[config.mk]
export PLATFORM = sky130hd
export DESIGN_NAME = mono_video_gen
export DESIGN_NICKNAME = d
export VERILOG_FILES = /design/src/rtl/mono_video_gen.sv
export SDC_FILE = /design/constraint.sdc
export NUM_CORES = 1
export LEC_CHECK = 0
export CORE_AREA = 2 2 104 106
export CTS_BUF_LIST = sky130_fd_sc_hd__clkbuf_4
export DETAILED_ROUTE_END_ITERATION = 6
export DIE_AREA = 0 0 106 108
export GPL_TIMING_DRIVEN = 0
export PLACE_DENSITY = 0.71
export SYNTH_ARGS = -nofsm -noshare
export SYNTH_HDL_FRONTEND = slang
export SYNTH_SLANG_ARGS = --single-unit
export TNS_END_PERCENT = 10
[constraint.sdc]
create_clock -name clk_sys -period 2 [get_ports clk_sys]
set_input_delay 0.4 -clock clk_sys [delete_from_list [all_inputs] [get_ports clk_sys]]
set_output_delay 0.4 -clock clk_sys [all_outputs]
set_load 0.01 [all_outputs]
[src/rtl/mono_video_gen.sv]
// mono_video_gen
// Turns a core's per-pixel colour code plus its blanking/sync strobes into a
// monochrome luma stream with matching, equally delayed timing outputs, and
// measures the visible area (pixels per line, lines per frame) of the result.
//
// Ports
//   clk_sys                  sole clock
//   reset                    synchronous, active-high
//   video_code               core pixel code (IN_W bits)
//   hblank_i/vblank_i/hs_i/vs_i  core timing, sampled on ce_pix cycles
//   invert                   1 = luma XOR all-ones on active pixels
//   pal_wr/pal_addr/pal_data palette write port, usable on any cycle
//   ce_pix                   one-cycle pixel enable every CE_DIV cycles
//   luma                     pixel level (OUT_W bits), 0 during blanking
//   hblank_o/vblank_o/hs_o/vs_o  timing delayed to line up with luma
//   de_o                     display enable, ~(hblank_o | vblank_o)
//   act_w/act_h              last measured active width / height
//   meas_valid               set by the first completed frame, cleared by reset
//
// Timing: inputs are sampled on the clk_sys edge that ends a ce_pix-high
// cycle (a "tick"). They travel through PIPE stages; the output registers
// take the last stage on a later tick, so an input sampled on tick n shows up
// on the outputs from tick n+PIPE onward.

module mono_video_gen #(
    parameter int CE_DIV = 8,
    parameter int IN_W   = 2,
    parameter int OUT_W  = 8,
    parameter int PIPE   = 1
) (
    input  logic             clk_sys,
    input  logic             reset,
    input  logic [IN_W-1:0]  video_code,
    input  logic             hblank_i,
    input  logic             vblank_i,
    input  logic             hs_i,
    input  logic             vs_i,
    input  logic             invert,
    input  logic             pal_wr,
    input  logic [IN_W-1:0]  pal_addr,
    input  logic [OUT_W-1:0] pal_data,
    output logic             ce_pix,
    output logic [OUT_W-1:0] luma,
    output logic             hblank_o,
    output logic             vblank_o,
    output logic             hs_o,
    output logic             vs_o,
    output logic             de_o,
    output logic [11:0]      act_w,
    output logic [11:0]      act_h,
    output logic             meas_valid
);

    localparam int          CNT_W = (CE_DIV > 1) ? $clog2(CE_DIV) : 1;
    localparam int          DEPTH = 1 << IN_W;
    localparam logic [11:0] SAT   = 12'hFFF;

    // ------------------------------------------------------------------
    // Pixel-enable divider
    // ------------------------------------------------------------------
    logic [CNT_W-1:0] cnt;

    always_ff @(posedge clk_sys) begin
        if (reset) begin
            cnt    <= '0;
            ce_pix <= 1'b0;
        end else begin
            ce_pix <= (cnt == '0);
            if (cnt == CNT_W'(CE_DIV - 1)) begin
                cnt <= '0;
            end else begin
                cnt <= cnt + 1'b1;
            end
        end
    end

    // ------------------------------------------------------------------
    // Palette: linear grey ramp after reset, rewritable on any cycle.
    // The lookup below reads the registered array, so a write landing on
    // the same edge as a lookup of that entry returns the old contents.
    // ------------------------------------------------------------------
    logic [OUT_W-1:0] pal [DEPTH];

    function automatic logic [OUT_W-1:0] ramp_entry(input int idx);
        return OUT_W'((idx * ((1 << OUT_W) - 1)) / (DEPTH - 1));
    endfunction

    always_ff @(posedge clk_sys) begin
        if (reset) begin
            for (int i = 0; i < DEPTH; i++) begin
                pal[i] <= ramp_entry(i);
            end
        end else if (pal_wr) begin
            pal[pal_addr] <= pal_data;
        end
    end

    // ------------------------------------------------------------------
    // Alignment pipeline, advanced only on ticks
    // ------------------------------------------------------------------
    logic [IN_W-1:0] code_pipe [PIPE];
    logic [PIPE-1:0] hb_pipe;
    logic [PIPE-1:0] vb_pipe;
    logic [PIPE-1:0] hs_pipe;
    logic [PIPE-1:0] vs_pipe;

    always_ff @(posedge clk_sys) begin
        if (reset) begin
            for (int i = 0; i < PIPE; i++) begin
                code_pipe[i] <= '0;
            end
            hb_pipe <= '0;
            vb_pipe <= '0;
            hs_pipe <= '0;
            vs_pipe <= '0;
        end else if (ce_pix) begin
            code_pipe[0] <= video_code;
            hb_pipe[0]   <= hblank_i;
            vb_pipe[0]   <= vblank_i;
            hs_pipe[0]   <= hs_i;
            vs_pipe[0]   <= vs_i;
            for (int i = 1; i < PIPE; i++) begin
                code_pipe[i] <= code_pipe[i-1];
                hb_pipe[i]   <= hb_pipe[i-1];
                vb_pipe[i]   <= vb_pipe[i-1];
                hs_pipe[i]   <= hs_pipe[i-1];
                vs_pipe[i]   <= vs_pipe[i-1];
            end
        end
    end

    logic [IN_W-1:0] code_d;
    logic            hb_d;
    logic            vb_d;
    logic            hs_d;
    logic            vs_d;
    logic            de_n;

    assign code_d = code_pipe[PIPE-1];
    assign hb_d   = hb_pipe[PIPE-1];
    assign vb_d   = vb_pipe[PIPE-1];
    assign hs_d   = hs_pipe[PIPE-1];
    assign vs_d   = vs_pipe[PIPE-1];
    assign de_n   = ~(hb_d | vb_d);

    // ------------------------------------------------------------------
    // Output registers. de_o comes out of reset high because the cleared
    // pipeline carries "not blanking" until real samples arrive.
    // ------------------------------------------------------------------
    always_ff @(posedge clk_sys) begin
        if (reset) begin
            luma     <= '0;
            hblank_o <= 1'b0;
            vblank_o <= 1'b0;
            hs_o     <= 1'b0;
            vs_o     <= 1'b0;
            de_o     <= 1'b1;
        end else if (ce_pix) begin
            luma     <= de_n ? (pal[code_d] ^ {OUT_W{invert}}) : '0;
            hblank_o <= hb_d;
            vblank_o <= vb_d;
            hs_o     <= hs_d;
            vs_o     <= vs_d;
            de_o     <= de_n;
        end
    end

    // ------------------------------------------------------------------
    // Active-area measurement, evaluated on ticks.
    // A tick counts as a pixel when the de_o period it closes was active,
    // so the tick on which de_o falls still adds the final pixel of the
    // line. A line ending on the same tick vblank_o rises is counted into
    // that frame's height.
    // ------------------------------------------------------------------
    logic [11:0] pix_cnt;
    logic [11:0] line_cnt;
    logic [11:0] pix_total;
    logic [11:0] line_total;
    logic        de_fall;
    logic        vb_rise;

    always_comb begin
        de_fall    = de_o & ~de_n;
        vb_rise    = ~vblank_o & vb_d;
        pix_total  = pix_cnt;
        if (de_o && (pix_cnt != SAT)) begin
            pix_total = pix_cnt + 12'd1;
        end
        line_total = line_cnt;
        if (de_fall && (line_cnt != SAT)) begin
            line_total = line_cnt + 12'd1;
        end
    end

    always_ff @(posedge clk_sys) begin
        if (reset) begin
            pix_cnt    <= '0;
            line_cnt   <= '0;
            act_w      <= '0;
            act_h      <= '0;
            meas_valid <= 1'b0;
        end else if (ce_pix) begin
            if (de_fall) begin
                act_w   <= pix_total;
                pix_cnt <= '0;
            end else begin
                pix_cnt <= pix_total;
            end
            if (vb_rise) begin
                act_h      <= line_total;
                line_cnt   <= '0;
                meas_valid <= 1'b1;
            end else begin
                line_cnt <= line_total;
            end
        end
    end

endmodule
==> impl_metrics.py <==
metrics = {
    "critical_path": {
        "rr_worst_depth": 6,
        "crit_path_end": "act_w[2]",
        "worst_setup_path_start_kind": "flop",
        "cp_slowest_cell": "dfxtp_1",
        "startpoint": "pix_cnt[1]",
        "crit_fanout": 10,
        "rr_startpoint": "pix_cnt[1]",
        "critPathMaxStageDelay_ns": 0.44,
        "worstReg2RegEnd": "act_w[2]",
        "path_class": "reg -> reg",
        "worst_setup_path_end_kind": "flop",
        "arrival_ns": 2.28,
        "cp_data_required_time_ns": 2.36,
        "r2r_slack_ns": 0.08,
        "cp_cell_sequence": "ha_1 -> nand3_2 -> o41ai_4 -> buf_6 -> o21ai_1 -> a311oi_2",
    },
    "cts": {
        "post-cts-setup-buffers": 0,
        "htreeDepth": 3,
        "numClockSinks": 104,
        "cts_buffers": 9,
        "root_buffer": "clkbuf_4",
        "insertion_delay_ns": 0.44,
        "cts_tree": "yes",
        "clk_pin_slew_ns": 0.17,
        "clock_path_buffers": 2,
        "holdBufCountCts": 0,
    },
    "place": {
        "place.gp.congestion": 0.881,
        "dp_hpwl_um": 8520,
        "place_area_mm2": 0.00576,
        "port_buffers": 56,
    },
    "timing": {
        "rsz0062_at_grt": "false",
        "slew_headroom_pct": 53.0,
        "finalHoldViolCount": 0,
        "finalMaxSlewViolations": 0,
        "setup_tns_ns": 0,
        "skew_ns": 0.00770,
        "fin_hold_ws_ns": 0.417,
        "finalSetupViolations": 0,
        "timing.fmax_mhz": 520,
        "finalCritPeriodShare_pct": 96.1,
        "min_period_ns": 1.92,
        "worst_pin_slew_ns": 0.705,
    },
    "power": {
        "totalPowerFinal_w": 0.00398,
        "p_per_area_mw_per_mm2": 675,
        "power_leakage_nw": 2.00,
        "ir_drop_mv": 0.474,
    },
    "floorplan": {
        "initial_utilization_pct": 49.1,
        "core_mm2": 0.0102,
        "dieArea_mm2": 0.0114,
        "ios": 59,
        "die_y_um": 108,
        "num_rows": 37,
        "die_w_um": 106,
    },
    "layout": {
        "drive_above_1_share_pct": 14.1,
        "nets": 579,
        "diodes": 0,
        "finalInstanceArea_mm2": 0.00590,
        "area_growth_pct": 17.3,
    },
    "route": {
        "drt_iter0_markers": 181,
        "firstDrtPassIters": 4,
        "drtAntennaViolNets": 0,
        "via_per_inst": 5.65,
        "drc": 0,
        "post_drt_wl_per_cell_um": 16.5,
        "vias": 3924,
        "routed_wl_um": 11500,
    },
    "global_route": {
        "grt_max_degree": 19,
        "grt_pass1_wl_um": 18600,
        "antenna_found_initial": 0,
        "grt_pass1_vias": 3757,
        "grt_overflow_total": 0,
        "grtUsageTotal_pct": 20.6,
    },
    "synthesis": {
        "avgSynthCellArea_um2": 10.3,
        "synth.top_cell.area_share_pct": 27.9,
        "synth_area_mm2": 0.00502,
        "ys_warn_count": 0,
        "asyncSetResetFlopFracSynth_pct": 0,
        "postSynthCellCount": 487,
        "yosysUniqueCellTypes": 79,
        "yosys-top-cells-area": "dfxtp_1 (28%), edfxtp_1 (20%), mux4_2 (3.6%), nor2_1 (2.8%), and2_1 (2.6%)",
        "synth-edff-count": 34,
        "ys_seq_elements": 104,
        "synth-main-ff-cell": "dfxtp_1",
        "synth_nets": 512,
        "yosysTopAreaCell": "dfxtp_1",
        "ys_seq_area_share_pct": 48.2,
    },
    "worst_hold_path": {
        "worstHoldPathType": "in -> reg",
    },
    "run_status": {
        "status": "finished clean",
    },
    "run": {
        "maxCapViolations": 0,
    },
}
-- through the flow --
| step | setup slack [ns] | util (%) | instances |
|---|---|---|---|
| floorplan | 0.190 | - | 487 |
| global placement | -0.336 | 56.3 | 679 |
| detailed placement | -0.409 | 56.3 | 679 |
| CTS | 0.0321 | 57.6 | 695 |
| global route | 0.00520 | 57.6 | 695 |
| finish | 0.0787 | 57.6 | 695 |
-- final cells by class --
| class | instances | area [um2] |
|---|---|---|
| clock buffer | 9 | 67.6 |
| multi-input combinational | 340 | 2420 |
| buffer | 33 | 160 |
| tap | 136 | 170 |
| clock inverter | 7 | 56.3 |
| timing repair buffer | 56 | 561 |
| inverter | 10 | 38.8 |
| fill | 927 | 4340 |
| sequential | 104 | 2420 |
-- flip-flops by register name, indices dropped and copies added, names as in the netlist, 2 cells and up --
signal     cells
act_w         12
line_cnt      12
cnt            3
act_h         12
luma           8
code_pipe      2
pal           32
pix_cnt       12
-- cells in the final DEF (no fill, tap or decap), types with 13 or more instances in the layout --
cell / n
a31oi_1: 15
and2_1: 21
buf_2: 15
clkdlybuf4s50_1: 56
dfxtp_1: 68
edfxtp_1: 34
nand2_1: 31
nand2b_1: 18
nand3_1: 13
nor2_1: 37
o21ai_0: 17
o21ai_1: 15
xnor2_1: 13
-- worst min path at each step --
stage | cells after the start | endpoint | start | slack (ns)
3_3_place_gp | 1 | ce_pix | cnt[2] | 0.41
2_1_floorplan | 1 | ce_pix | cnt[2] | 0.40
6_report | 4 | luma[0] | reset | 0.42
3_5_place_dp | 1 | ce_pix | cnt[2] | 0.44
4_1_cts | 4 | line_cnt[2] | reset | 0.41
5_1_grt | 4 | luma[0] | reset | 0.44
-- kinds of logic after synthesis --
group / synth area share [%]
simple gates: 20.8
compound gates: 18.2
flops: 48.2
buf+inv: 3.91
mux: 5.38
xor+xnor: 2.27
fa+ha+maj: 1.25
-- cells in the mapped netlist, drive strengths merged (7+ instances only) --
| library cell | instances |
|---|---|
| a31oi | 15 |
| dfxtp | 70 |
| mux2i | 9 |
| a211oi | 9 |
| inv | 9 |
| a21oi | 11 |
| and3 | 7 |
| nor2 | 39 |
| nor3 | 10 |
| nand2b | 18 |
| o21ai | 33 |
| edfxtp | 34 |
| nand4 | 8 |
| and2 | 22 |
| buf | 20 |
| o211ai | 8 |
| nand2 | 32 |
| a311oi | 7 |
| mux4 | 8 |
| nand3 | 18 |
| xnor2 | 13 |
| clkbuf | 13 |
-- critical path, delay by kind of cell (launching register included) --
family                   cells  cell delay [ns]
AO/OA/AOI/OAI                3             0.75
flip-flops                   1             0.44
adder cells (fa/ha/maj)      1             0.29
buffers and inverters        1             0.20
AND/OR/NAND/NOR              1             0.15
-- what timing repair did --
item,in CTS,in global routing
pin swaps,0,1
resized for setup,3,6
setup endpoints to repair,15,22
-- layer usage --
metal | up-vias | share of wire, % | global-route usage, %
met4 | 0 | 1.4 | 7.71
met1 | 1889 | 43 | 26.4
li1 | 1934 | - | -
met2 | 88 | 51 | 35.9
met3 | 13 | 4.2 | 2.65
met5 | - | 0 | 0
-- power by group --
part	internal [W]	leakage, nW	switching [W]
sequential	0.00230	0.903	0.0000702
clock	0.000269	0.0605	0.000745
combinational	0.000283	1.03	0.000312
Note: power is estimated with default switching activity, not from simulation.
